==> config.mk <==
export PLATFORM = sky130hd
export DESIGN_NAME = xregfile_sb_flat
export DESIGN_NICKNAME = d
export VERILOG_FILES = /design/src/rtl/xregfile_sb_pkg.sv /design/src/rtl/xregfile_sb_if.sv /design/src/rtl/xregfile_sb_scoreboard.sv /design/src/rtl/xregfile_sb.sv /design/src/flat_wrapper.sv
export SDC_FILE = /design/constraint.sdc
export NUM_CORES = 1
export LEC_CHECK = 0
export ABC_AREA = 1
export ABC_CLOCK_PERIOD_IN_PS = 4300
export CELL_PAD_IN_SITES_DETAIL_PLACEMENT = 2
export CELL_PAD_IN_SITES_GLOBAL_PLACEMENT = 2
export CORE_MARGIN = 4
export CORE_UTILIZATION = 39
export DETAILED_ROUTE_END_ITERATION = 10
export DONT_BUFFER_PORTS = 1
export HOLD_SLACK_MARGIN = 0.05
export PLACE_DENSITY = 0.88
export SLEW_MARGIN = 25
export SYNTH_ARGS = -nofsm -noshare
export SYNTH_HDL_FRONTEND = slang
export SYNTH_HIERARCHICAL = 1
export SYNTH_SLANG_ARGS = --single-unit
==> constraint.sdc <==
create_clock -name clk -period 4.3 [get_ports clk]
set_clock_uncertainty 0.05 [all_clocks]
set_input_delay 0.86 -clock clk [delete_from_list [all_inputs] [get_ports clk]]
set_output_delay 0.86 -clock clk [all_outputs]
set_load 0.1 [all_outputs]
==> src/rtl/xregfile_sb_pkg.sv <==
// rtl/xregfile_sb_pkg.sv - shared constants and index type for the integer register file
package xregfile_sb_pkg;

  localparam int XLEN_DEF    = 32;
  localparam int RV32E_NREG  = 16;
  localparam int RV32I_NREG  = 32;
  localparam int XREG_IW_MAX = $clog2(RV32I_NREG);

  typedef logic [XREG_IW_MAX-1:0] xreg_idx_t;

endpackage

==> src/rtl/xregfile_sb_if.sv <==
// rtl/xregfile_sb_if.sv - read/write/scoreboard bus between issue, writeback and the register file
interface xregfile_sb_if
  import xregfile_sb_pkg::*;
#(
  parameter int XLEN = XLEN_DEF,
  parameter int NREG = RV32E_NREG,
  parameter int NRP  = 2
) ();

  localparam int IW = $clog2(NREG);

  logic [NRP*IW-1:0]   raddr;
  logic [NRP*XLEN-1:0] rdata;
  logic [NRP-1:0]      rbusy;
  logic                wreq;
  logic [IW-1:0]       windex;
  logic [XLEN-1:0]     wdata;
  logic                wclr;
  logic                sreq;
  logic [IW-1:0]       sindex;
  logic                sfull;
  logic [NREG-1:0]     busy;

  modport master (
    output raddr, wreq, windex, wdata, wclr, sreq, sindex,
    input  rdata, rbusy, sfull, busy
  );

  modport slave (
    input  raddr, wreq, windex, wdata, wclr, sreq, sindex,
    output rdata, rbusy, sfull, busy
  );

endinterface

==> src/rtl/xregfile_sb_scoreboard.sv <==
// rtl/xregfile_sb_scoreboard.sv - pending-write busy vector with clear-bypassed lookups
module xreg_scoreboard
  import xregfile_sb_pkg::*;
#(
  parameter int NREG = RV32E_NREG,
  parameter int NRP  = 2,
  parameter int IW   = $clog2(NREG)
) (
  input  logic              clk,
  input  logic              rstn,
  input  logic [NRP*IW-1:0] raddr,
  input  logic              wreq,
  input  logic              wclr,
  input  logic [IW-1:0]     windex,
  input  logic              sreq,
  input  logic [IW-1:0]     sindex,
  output logic [NRP-1:0]    rbusy,
  output logic              sfull,
  output logic [NREG-1:0]   busy
);

  logic            set;
  logic            clr;
  logic [NREG-1:0] set_vec;
  logic [NREG-1:0] clr_vec;
  logic [NREG-1:0] busy_q;
  logic [NREG-1:0] busy_eff;

  assign set = sreq && (sindex != '0);
  assign clr = wreq && wclr && (windex != '0);

  // Bit 0 is never decoded, so busy[0] stays at its reset value of 0.
  always_comb begin
    set_vec = '0;
    clr_vec = '0;
    for (int i = 1; i < NREG; i++) begin
      set_vec[i] = set && (xreg_idx_t'(sindex) == xreg_idx_t'(i));
      clr_vec[i] = clr && (xreg_idx_t'(windex) == xreg_idx_t'(i));
    end
  end

  // Set is applied after clear so a back-to-back reissue keeps the bit high.
  always_ff @(posedge clk or negedge rstn) begin
    if (!rstn) begin
      busy_q <= '0;
    end else begin
      busy_q <= (busy_q & ~clr_vec) | set_vec;
    end
  end

  assign busy_eff = busy_q & ~clr_vec;
  assign busy     = busy_q;
  assign sfull    = busy_eff[sindex];

  always_comb begin
    rbusy = '0;
    for (int p = 0; p < NRP; p++) begin
      rbusy[p] = busy_eff[raddr[p*IW +: IW]];
    end
  end

endmodule

==> src/rtl/xregfile_sb.sv <==
// rtl/xregfile_sb.sv - parametrised integer register file with read ports, bypass and scoreboard
module xregfile_sb
  import xregfile_sb_pkg::*;
#(
  parameter int XLEN   = XLEN_DEF,
  parameter int NREG   = RV32E_NREG,
  parameter int NRP    = 2,
  parameter int BYPASS = 1,
  localparam int IW    = $clog2(NREG)
) (
  input  logic        clk,
  input  logic        rstn,
  xregfile_sb_if.slave rf
);

  logic [XLEN-1:0]     xr [NREG];
  logic [NRP*XLEN-1:0] rdata_w;

  // Entry 0 is only ever reset, never written, and reads of index 0 are forced to zero anyway.
  always_ff @(posedge clk or negedge rstn) begin
    if (!rstn) begin
      for (int i = 0; i < NREG; i++) begin
        xr[i] <= '0;
      end
    end else if (rf.wreq && (rf.windex != '0)) begin
      xr[rf.windex] <= rf.wdata;
    end
  end

  always_comb begin
    rdata_w = '0;
    for (int p = 0; p < NRP; p++) begin
      if (rf.raddr[p*IW +: IW] == '0) begin
        rdata_w[p*XLEN +: XLEN] = '0;
      end else if ((BYPASS != 0) && rf.wreq && (rf.windex == rf.raddr[p*IW +: IW])) begin
        rdata_w[p*XLEN +: XLEN] = rf.wdata;
      end else begin
        rdata_w[p*XLEN +: XLEN] = xr[rf.raddr[p*IW +: IW]];
      end
    end
  end

  assign rf.rdata = rdata_w;

  xreg_scoreboard #(
    .NREG (NREG),
    .NRP  (NRP),
    .IW   (IW)
  ) u_scoreboard (
    .clk    (clk),
    .rstn   (rstn),
    .raddr  (rf.raddr),
    .wreq   (rf.wreq),
    .wclr   (rf.wclr),
    .windex (rf.windex),
    .sreq   (rf.sreq),
    .sindex (rf.sindex),
    .rbusy  (rf.rbusy),
    .sfull  (rf.sfull),
    .busy   (rf.busy)
  );

endmodule

==> src/flat_wrapper.sv <==
// flat-port wrapper written by rule: the top's interface ports become plain ports
module xregfile_sb_flat import xregfile_sb_pkg::*;
#(
  parameter int XLEN   = XLEN_DEF,
  parameter int NREG   = RV32E_NREG,
  parameter int NRP    = 2,
  parameter int BYPASS = 1,
  localparam int IW    = $clog2(NREG)
)
  (clk, rstn, rf_raddr, rf_wreq, rf_windex, rf_wdata, rf_wclr, rf_sreq, rf_sindex, rf_rdata, rf_rbusy, rf_sfull, rf_busy);
  xregfile_sb_if #(.XLEN(XLEN), .NREG(NREG), .NRP(NRP)) rf_i ();
  input  logic clk;
  input  logic rstn;
  input wire logic [$bits(rf_i.raddr)-1:0] rf_raddr;
  input wire logic [$bits(rf_i.wreq)-1:0] rf_wreq;
  input wire logic [$bits(rf_i.windex)-1:0] rf_windex;
  input wire logic [$bits(rf_i.wdata)-1:0] rf_wdata;
  input wire logic [$bits(rf_i.wclr)-1:0] rf_wclr;
  input wire logic [$bits(rf_i.sreq)-1:0] rf_sreq;
  input wire logic [$bits(rf_i.sindex)-1:0] rf_sindex;
  output wire logic [$bits(rf_i.rdata)-1:0] rf_rdata;
  output wire logic [$bits(rf_i.rbusy)-1:0] rf_rbusy;
  output wire logic [$bits(rf_i.sfull)-1:0] rf_sfull;
  output wire logic [$bits(rf_i.busy)-1:0] rf_busy;
  assign rf_i.raddr = rf_raddr;
  assign rf_i.wreq = rf_wreq;
  assign rf_i.windex = rf_windex;
  assign rf_i.wdata = rf_wdata;
  assign rf_i.wclr = rf_wclr;
  assign rf_i.sreq = rf_sreq;
  assign rf_i.sindex = rf_sindex;
  assign rf_rdata = rf_i.rdata;
  assign rf_rbusy = rf_i.rbusy;
  assign rf_sfull = rf_i.sfull;
  assign rf_busy = rf_i.busy;
  xregfile_sb #(.XLEN(XLEN), .NREG(NREG), .NRP(NRP), .BYPASS(BYPASS)) u_core (.clk(clk), .rstn(rstn), .rf(rf_i));
endmodule
==> results of run 1 <==
## power by group
group          total, mW  switching [mW]  leakage (nW)  internal (mW)
Combinational       6.00            4.40          11.3           1.60
Sequential          6.70           0.712          6.57           5.98
Clock               6.01            2.60          1.08           3.41
Total               18.7            7.72          18.9           11.0
## final cells by class
type	instances	area [sq um]
Clock inverter	16	158
Clock buffer	101	2040
Multi-Input combinational cell	3553	15300
Antenna cell	3	7.51
Fill cell	9716	45700
Tap cell	1070	1340
Timing Repair Buffer	134	2010
Sequential cell	527	13200
Inverter	578	2190
## routing by layer
layer  part of all wire (%)  GRT usage, %  up-vias
met5                  0.011             0        -
met3                    9.3          10.7      819
met4                    6.4          25.5        4
met2                     46          69.2     2321
met1                     38          51.2    19490
li1                       -             -    15198
## metrics by stage
step / std cells / setup TNS, ns / utilization (%)
2_1_floorplan: 5038 / 0 / -
4_1_cts: 5979 / 0 / 44.2
3_3_place_gp: 5862 / 0 / 41.6
3_5_place_dp: 5862 / 0 / 41.6
5_1_grt: 5980 / 0 / 44.2
6_report: 5982 / -3.08 / 44.3
## repair_timing
item | in CTS | in global routing
endpoints found under the hold margin | 527 | 485
resized for setup | 0 | 0
setup buffers | 0 | 0
setup endpoints to repair | 0 | 0
## worst max-delay path, cell delays in order
cell                      delay [ns]
sky130_fd_sc_hd__inv_8          0.51
sky130_fd_sc_hd__buf_12         0.38
sky130_fd_sc_hd__nand2_1        0.13
sky130_fd_sc_hd__nand3_1        0.09
sky130_fd_sc_hd__nand2_1        0.07
sky130_fd_sc_hd__nor2_1         0.33
sky130_fd_sc_hd__nor2_1         0.10
sky130_fd_sc_hd__nor2_1         0.21
sky130_fd_sc_hd__nor2_2         0.08
sky130_fd_sc_hd__buf_12         0.18
## flip-flops by register name, indices dropped and copies added (netlist names)
register,flops
u_core/u_scoreboard/busy,15
u_core/xr,512
## placed cells by master, fill, tap and decap left out, drive strengths merged
master | netlist | layout
inv | 578 | 581
clkbuf | 187 | 101
a21oi | 2 | 2
nor2 | 310 | 310
nand3b | 1 | 1
nand3 | 694 | 694
a32o | 3 | 3
o21ai | 557 | 557
nand2 | 1975 | 1975
o21bai | 1 | 1
buf | 193 | 134
diode | 0 | 3
xnor2 | 2 | 2
conb | 1 | 1
clkinv | 0 | 9
a21boi | 2 | 2
clkinvlp | 0 | 2
nand4 | 4 | 4
dfrtp | 527 | 527
and3 | 1 | 1
bufinv | 0 | 2
## worst paths after layout
path                                startpoint              to  slack [ns]  cells after the start
worst min register to register  u_core/xr[500]  u_core/xr[500]        0.33                      0
worst max register to register  u_core/xr[344]  u_core/xr[344]        3.02                      2
max in group asynchronous                 rstn  u_core/xr[226]        2.35                      0
min in group clk                  rf_wdata[11]  u_core/xr[331]        0.31                      2
worst min-delay path                      rstn  u_core/xr[169]       -0.11                      0
worst max-delay path               rf_raddr[4]    rf_rdata[41]       -0.23                     10
## logic make-up (layout without fill, tap and decap cells)
| group | Yosys count | after routing | share of synthesized area (%) |
|---|---|---|---|
| flops | 527 | 527 | 41.0 |
| simple gates | 2985 | 2985 | 38.0 |
| xor+xnor | 2 | 2 | 0.0544 |
| buf+inv | 958 | 829 | 12.1 |
| compound gates | 565 | 565 | 8.85 |
| other cells | 1 | 4 | 0.0116 |
==> results.md, run 1 <==
Run status:
- The flow ran to the end, but the final reports show violations.
- The checks that failed: negative hold slack, max-slew violations, negative setup slack.

Power:
- Across the VDD grid, the largest voltage drop is 288 uV.
- For this design the static power due to leakage is 18.9 nW.
- The power per cell area is 516 nW/um^2.
- Total power for the finished layout comes to 18.7 mW.

Die:
- In this run the horizontal extent of the chip is 295 um.
- The floorplan has 105 rows.
- The die covers 87200 sq um.
- The starting utilization of the core area is 39.3%.
- The total core area is 82000 sq um.
- The die height is 295 um.
- In this run the count of I/O pins placed on the die edge is 136.

Synth:
- The distinct cell type count of the synthesized netlist is 29.
- The cell count after synthesis is 5038.
- The number of warning messages in the yosys log is 6.
- The sequential share of the synthesized area is 41.0%.
- Synthesis inferred 527 register bits.
- In this run the biggest area consumer among cell types represents 41.0% of the synthesized area.
- The post-synth net total is 5091.
- The cell accounting for the most synthesized area is sky130_fd_sc_hd__dfrtp_1.
- The synthesized design contains 0 enable-type register cells.
- Sorting the synthesized cells by area gives the leading types as sky130_fd_sc_hd__dfrtp_1, sky130_fd_sc_hd__nand2_1, sky130_fd_sc_hd__nand3_1, sky130_fd_sc_hd__o21ai_0, sky130_fd_sc_hd__inv_1.
- In the synthesized netlist the dominant register cell turns out to be sky130_fd_sc_hd__dfrtp_1.
- The most used standard cell by instance count after synthesis is sky130_fd_sc_hd__nand2_1.
- Sorting the synthesized cells by how often they occur yields sky130_fd_sc_hd__nand2_1, sky130_fd_sc_hd__nand3_1, sky130_fd_sc_hd__inv_1, sky130_fd_sc_hd__dfrtp_1, sky130_fd_sc_hd__o21ai_0.
- After synthesis, the share of flip-flops with an asynchronous set or reset is 100%.
- After synthesis the cells add up to 32200 sq um.
- The average instance area after synthesis is 6.39 sq um.

Global route:
- The total routing usage reported by global routing is 42.6%.
- The number of antenna violations at the first check in global routing is 10.
- The global-route wire length before repair is 281 mm.
- The via count of the first global-routing pass is 43260.
- The maximum number of pins on one net before global-route repair is 528.
- After global routing the overflow that remains totals 0.

Timing:
- The setup slack after layout is -0.231 ns.
- Headroom to the max-slew limit came out at -63.8%.
- The minimum period implied by the final worst setup slack is 4.53 ns.
- The maximum achievable frequency is 0.221 GHz.
- The worst-margin pin slew is 2.46 ns.
- The hold violation total from the final report is 127.
- The final-report max-slew violation count was 229.
- In the finished design, the share of the clock period the worst path needs comes to 105%.
- The final-report setup violation count is 28.
- Setup repair after global routing left no endpoint under its margin.
- The final-layout worst hold slack is -0.114 ns.

Placement:
- The HPWL after detailed placement is 96.9 mm.
- The cell area after placement is 34100 sq um.
- The worst slack at placement is 0.604 ns.
- The number of I/O port buffers is 0.
- The weighted congestion at the end of routability-driven global placement is 0.814.

Routing:
- The number of violations reported at the end of detailed-routing iteration 0 is 3748.
- The total number of vias is 37832.
- The per-cell via count in the routed design is 6.32.
- The wire length per cell after detailed routing is 31.8 um.
- The pre-antenna-repair detailed-routing pass consisted of 6 iterations.
- The DRC violation count after routing is 0.
- Wires add up to 190 mm.
- The count of nets left with antenna violations after detail routing is 0.

Clock network:
- The clock latency at the later pin of the worst-skew pair is 0.61 ns.
- The TritonCTS sink count is 527.
- The number of clock buffers inserted by TritonCTS is 69.
- TritonCTS built the clock tree.
- The number of buffers on the longest clock path is 3.
- Clock-pin slew was measured on the worst setup and hold paths at 0.07 ns.
- CTS built an H-tree with a depth of 3.
- CTS placed an instance of sky130_fd_sc_hd__clkbuf_16 at the clock tree root.

Worst setup path:
- The type of element capturing the critical path is an output pin.
- The start-to-end type of the worst setup path is input port to output pin.
- Along the worst path, the maximum fanout reaches 264.
- Data on the critical path is required at its endpoint by 3.39 ns.
- The worst path arrival time is 3.62 ns.
- STA classifies the critical path startpoint as an input port.

Layout:
- The total number of nets in the final design is 4916.
- The share of layout cells above drive strength 1 is 7.09%.
- From synthesis to final layout, the design area changed by 12.7%.
- The cell area after layout is 36300 sq um.

Job:
- Across the run, the number of max-cap violations was 0.

Min path:
- The worst hold path belongs to the class input port to asynchronous set/reset pin.
(Power assumes the default switching activity.)
==> run 2: changes to the inputs <==
--- a/config.mk
+++ b/config.mk
@@ -6,13 +6,11 @@
 export NUM_CORES = 1
 export LEC_CHECK = 0
 export ABC_AREA = 1
-export ABC_CLOCK_PERIOD_IN_PS = 4300
 export CELL_PAD_IN_SITES_DETAIL_PLACEMENT = 2
 export CELL_PAD_IN_SITES_GLOBAL_PLACEMENT = 2
 export CORE_MARGIN = 4
-export CORE_UTILIZATION = 39
+export CORE_UTILIZATION = 37
 export DETAILED_ROUTE_END_ITERATION = 10
-export DONT_BUFFER_PORTS = 1
 export HOLD_SLACK_MARGIN = 0.05
 export PLACE_DENSITY = 0.88
 export SLEW_MARGIN = 25
==> run 2 against run 1 <==
  * The run now ends clean
  * Total power increased by 2.3%
  * Utilization decreased by 0.48 points
  * Highest routed layer unchanged
  * Global-route usage decreased by 0.49 points
==> results.md, run 2 (synthesized netlist as in run 1, its figures left out) <==
Global route:
- The total overflow left after global routing is 0.
- The total routing usage reported by global routing is 42.1%.
- The via count of the first global-routing pass is 44023.
- Entering global routing, the biggest net connects 119 pins.
- The global-route wire length before repair is 292 mm.
- The number of antenna violations at the first check in global routing came to 17.

Timing:
- The final-report setup violation count is 0.
- The final cycle utilization of the critical path is 99.9%.
- The worst pin sits at a relative slew slack of 31.2%.
- The worst path needs 4.30 ns of the cycle, external delays included.
- Timing would allow up to 0.233 GHz.
- The hold violation total from the final report was 0.
- The worst-margin pin slew is 1.03 ns.
- The final-report max-slew violation count is 0.

Worst setup path:
- The most critical setup path has its startpoint at rf_windex[1].
- In this run the worst path has a maximum fanout of 11.
- The worst flop-to-flop path startpoint is u_core/xr[265].
- The category of cells accounting for the largest share of critical-path delay is buffers and inverters.
- The critical path's largest stage delay is 0.63 ns.
- The required arrival time at the worst endpoint is 3.39 ns.
- Counting cells, the worst reg-to-reg path comes to 2.
- The cell that appears most often on the critical path is sky130_fd_sc_hd__nor2_1.
- Walking the worst path, the cells encountered are clkdlybuf4s50_1 > inv_2 > nand2_1 > nand2_1 > nor2_1 > nand3_4 > buf_4 > nand3_1 > nor2_1 > nor2_1 > buf_4 > buf_12.
- STA classifies the critical path endpoint as an output pin.
- In this run the critical register-to-register path is captured at u_core/xr[265].
- The worst setup slack for register-to-register paths is 3.08 ns.
- The critical path depth in cells is 12.
- The critical path is of the input port to output pin type.
- The worst path arrival time is 3.39 ns.
- The number of buffers and inverters on the critical path is 5.
- STA classifies the critical path startpoint as an input port.
- The slowest stage of the critical path is the sky130_fd_sc_hd__clkdlybuf4s50_1 cell.
- The end of the critical path is rf_rdata[54].

Clock network:
- Counting along the longest clock path gives a buffer depth of 3.
- The H-tree level count is 3.
- The clock-pin slew of the registers on the worst-case setup and hold paths is 0.06 ns.
- The count of hold-fix buffers inserted at cts is 0.
- TritonCTS built the clock tree.
- TritonCTS created 67 clock buffers.
- Clock tree synthesis found a total of 527 sinks.
- The setup fix buffers added after clock tree synthesis is 0.
- The number of gates given a new drive strength after cts is 0.
- The clock reaches the later pin of the worst-skew pair after 0.63 ns.
- In this run the clock root is driven by a sky130_fd_sc_hd__clkbuf_16.

Layout:
- The synthesis-to-finish area growth is 16.7%.
- Counting the fill cells in the layout gives 10124.
- The register with the most flip-flops in the layout has 512 of them.
- In the layout the commonest cells are sky130_fd_sc_hd__nand2_1, sky130_fd_sc_hd__nand3_1, sky130_fd_sc_hd__inv_1.
- The finished cells cover 37600 sq um.
- The share of layout cells above drive strength 1 is 6.98%.
- The net count of the finished layout is 5041.
- u_core/xr holds more flip-flops than any other register.
- Leaving out fill and tap cells, the most frequent cell in the layout is sky130_fd_sc_hd__nand2_1.

Power:
- Summed over all cells, the static leakage comes to 19.6 nW.
- The maximum vdd drop is 288 uV.
- The share of total power in combinational logic is 34.5%.
- The power per cell area is 510 nW/um^2.
- Per report_power, the sequential group accounts for 35.1% of the total.
- The internal power contribution is 10.9 mW.
- Overall power consumption after layout is estimated at 19.1 mW.
- Net switching is 43.0% of the power.
- The clock share of power is 30.4%.
- The switching power total is 8.23 mW.

Die:
- Measured along the y axis, the die boundary spans 303 um.
- The floorplan die area is 91800 sq um.
- In this run the count of I/O pins placed on the die edge is 136.
- In this run the standard cell core region covers 85800 sq um.
- The starting utilization of the core area is 37.5%.
- The die boundary width is 303 um.
- The number of cell rows is 107.

Run status:
- The run finished with clean final reports.

Routing:
- The first-pass iteration count of the detailed router is 6.
- The wire length per cell after detailed routing is 32.1 um.
- After detailed routing, the number of remaining DRC violations is 0.
- The number of violations reported at the end of detailed-routing iteration 0 is 3923.
- The count of nets left with antenna violations once routing finished came out at 0.
- The total number of vias is 38804.
- The per-cell via count in the routed design is 6.27.
- The total length of routed wires is 198 mm.

Placement:
- The weighted congestion at the end of routability-driven global placement is 0.878.
- Summed over all nets, the half-perimeter wirelength after detailed placement is 111 mm.
- The number of I/O port buffers is 134.
- Once placement finished, the instance area stood at 35500 sq um.

Job:
- Max-cap violations in this run came to 0.

Min path:
- The path category of the worst min-delay check is input port to asynchronous set/reset pin.
-- run 2: cell count changes in the layout (fill, tap and decap cells not counted), sizes merged, moves of 2 or more --
| cell | previous run | this run |
|---|---|---|
| buf | 134 | 203 |
| clkdlybuf4s50 | 0 | 58 |
| clkbuf | 101 | 94 |
| diode | 3 | 9 |
| clkinv | 9 | 12 |
| inv | 581 | 584 |
| clkinvlp | 2 | 0 |
-- run 2: how the worst min path moves through the flow --
stage                    from                           end  slack [ns]  cells after the start
2_1_floorplan  u_core/xr[480]                u_core/xr[480]        0.38                      1
3_3_place_gp   u_core/xr[504]                u_core/xr[504]        0.31                      0
3_5_place_dp   u_core/xr[492]                u_core/xr[492]        0.32                      0
4_1_cts                  rstn  u_core/u_scoreboard/busy[10]        0.27                      1
5_1_grt                  rstn                u_core/xr[289]        0.25                      1
6_report                 rstn                u_core/xr[331]        0.22                      1
-- run 2: area by class of cell --
class	count	area, sq um	share of cell area [%]
Clock buffer	94	1930	5.14
Tap cell	1144	1430	3.81
Clock inverter	19	158	0.420
Inverter	578	2190	5.84
Multi-Input combinational cell	3553	15200	40.4
Antenna cell	9	22.5	0.0600
Timing Repair Buffer	261	3450	9.19
Sequential cell	527	13200	35.1
-- run 2: through the flow --
step	setup TNS [ns]	cells	hold slack, ns	util [%]	setup slack (ns)
global placement	0	6063	0.315	41.3	0.156
detailed placement	0	6063	0.318	41.3	0.0597
finish	0	6185	0.218	43.8	0.00402
global route	-0.0203	6180	0.247	43.8	-0.0135
CTS	0	6176	0.266	43.7	0.0945
floorplan	0	5038	0.379	-	0.387
-- run 2: power by group through the flow --
| stage | logic, mW | clock network, mW | registers [mW] |
|---|---|---|---|
| 3_3_place_gp | 5.47 | 0 | 6.46 |
| 2_1_floorplan | 3.51 | 0 | 6.63 |
| 3_5_place_dp | 5.98 | 0 | 6.61 |
| 4_1_cts | 6.44 | 5.86 | 6.66 |
| 6_report | 6.61 | 5.82 | 6.72 |
| 5_1_grt | 6.96 | 6.07 | 6.76 |
-- run 2: routing by layer --
layer / GRT usage (%) / part of all wire (%)
met2: 68.4 / 46
met5: 0 / 0.052
met4: 28.1 / 7.1
met1: 48.5 / 37
met3: 11.7 / 9.5
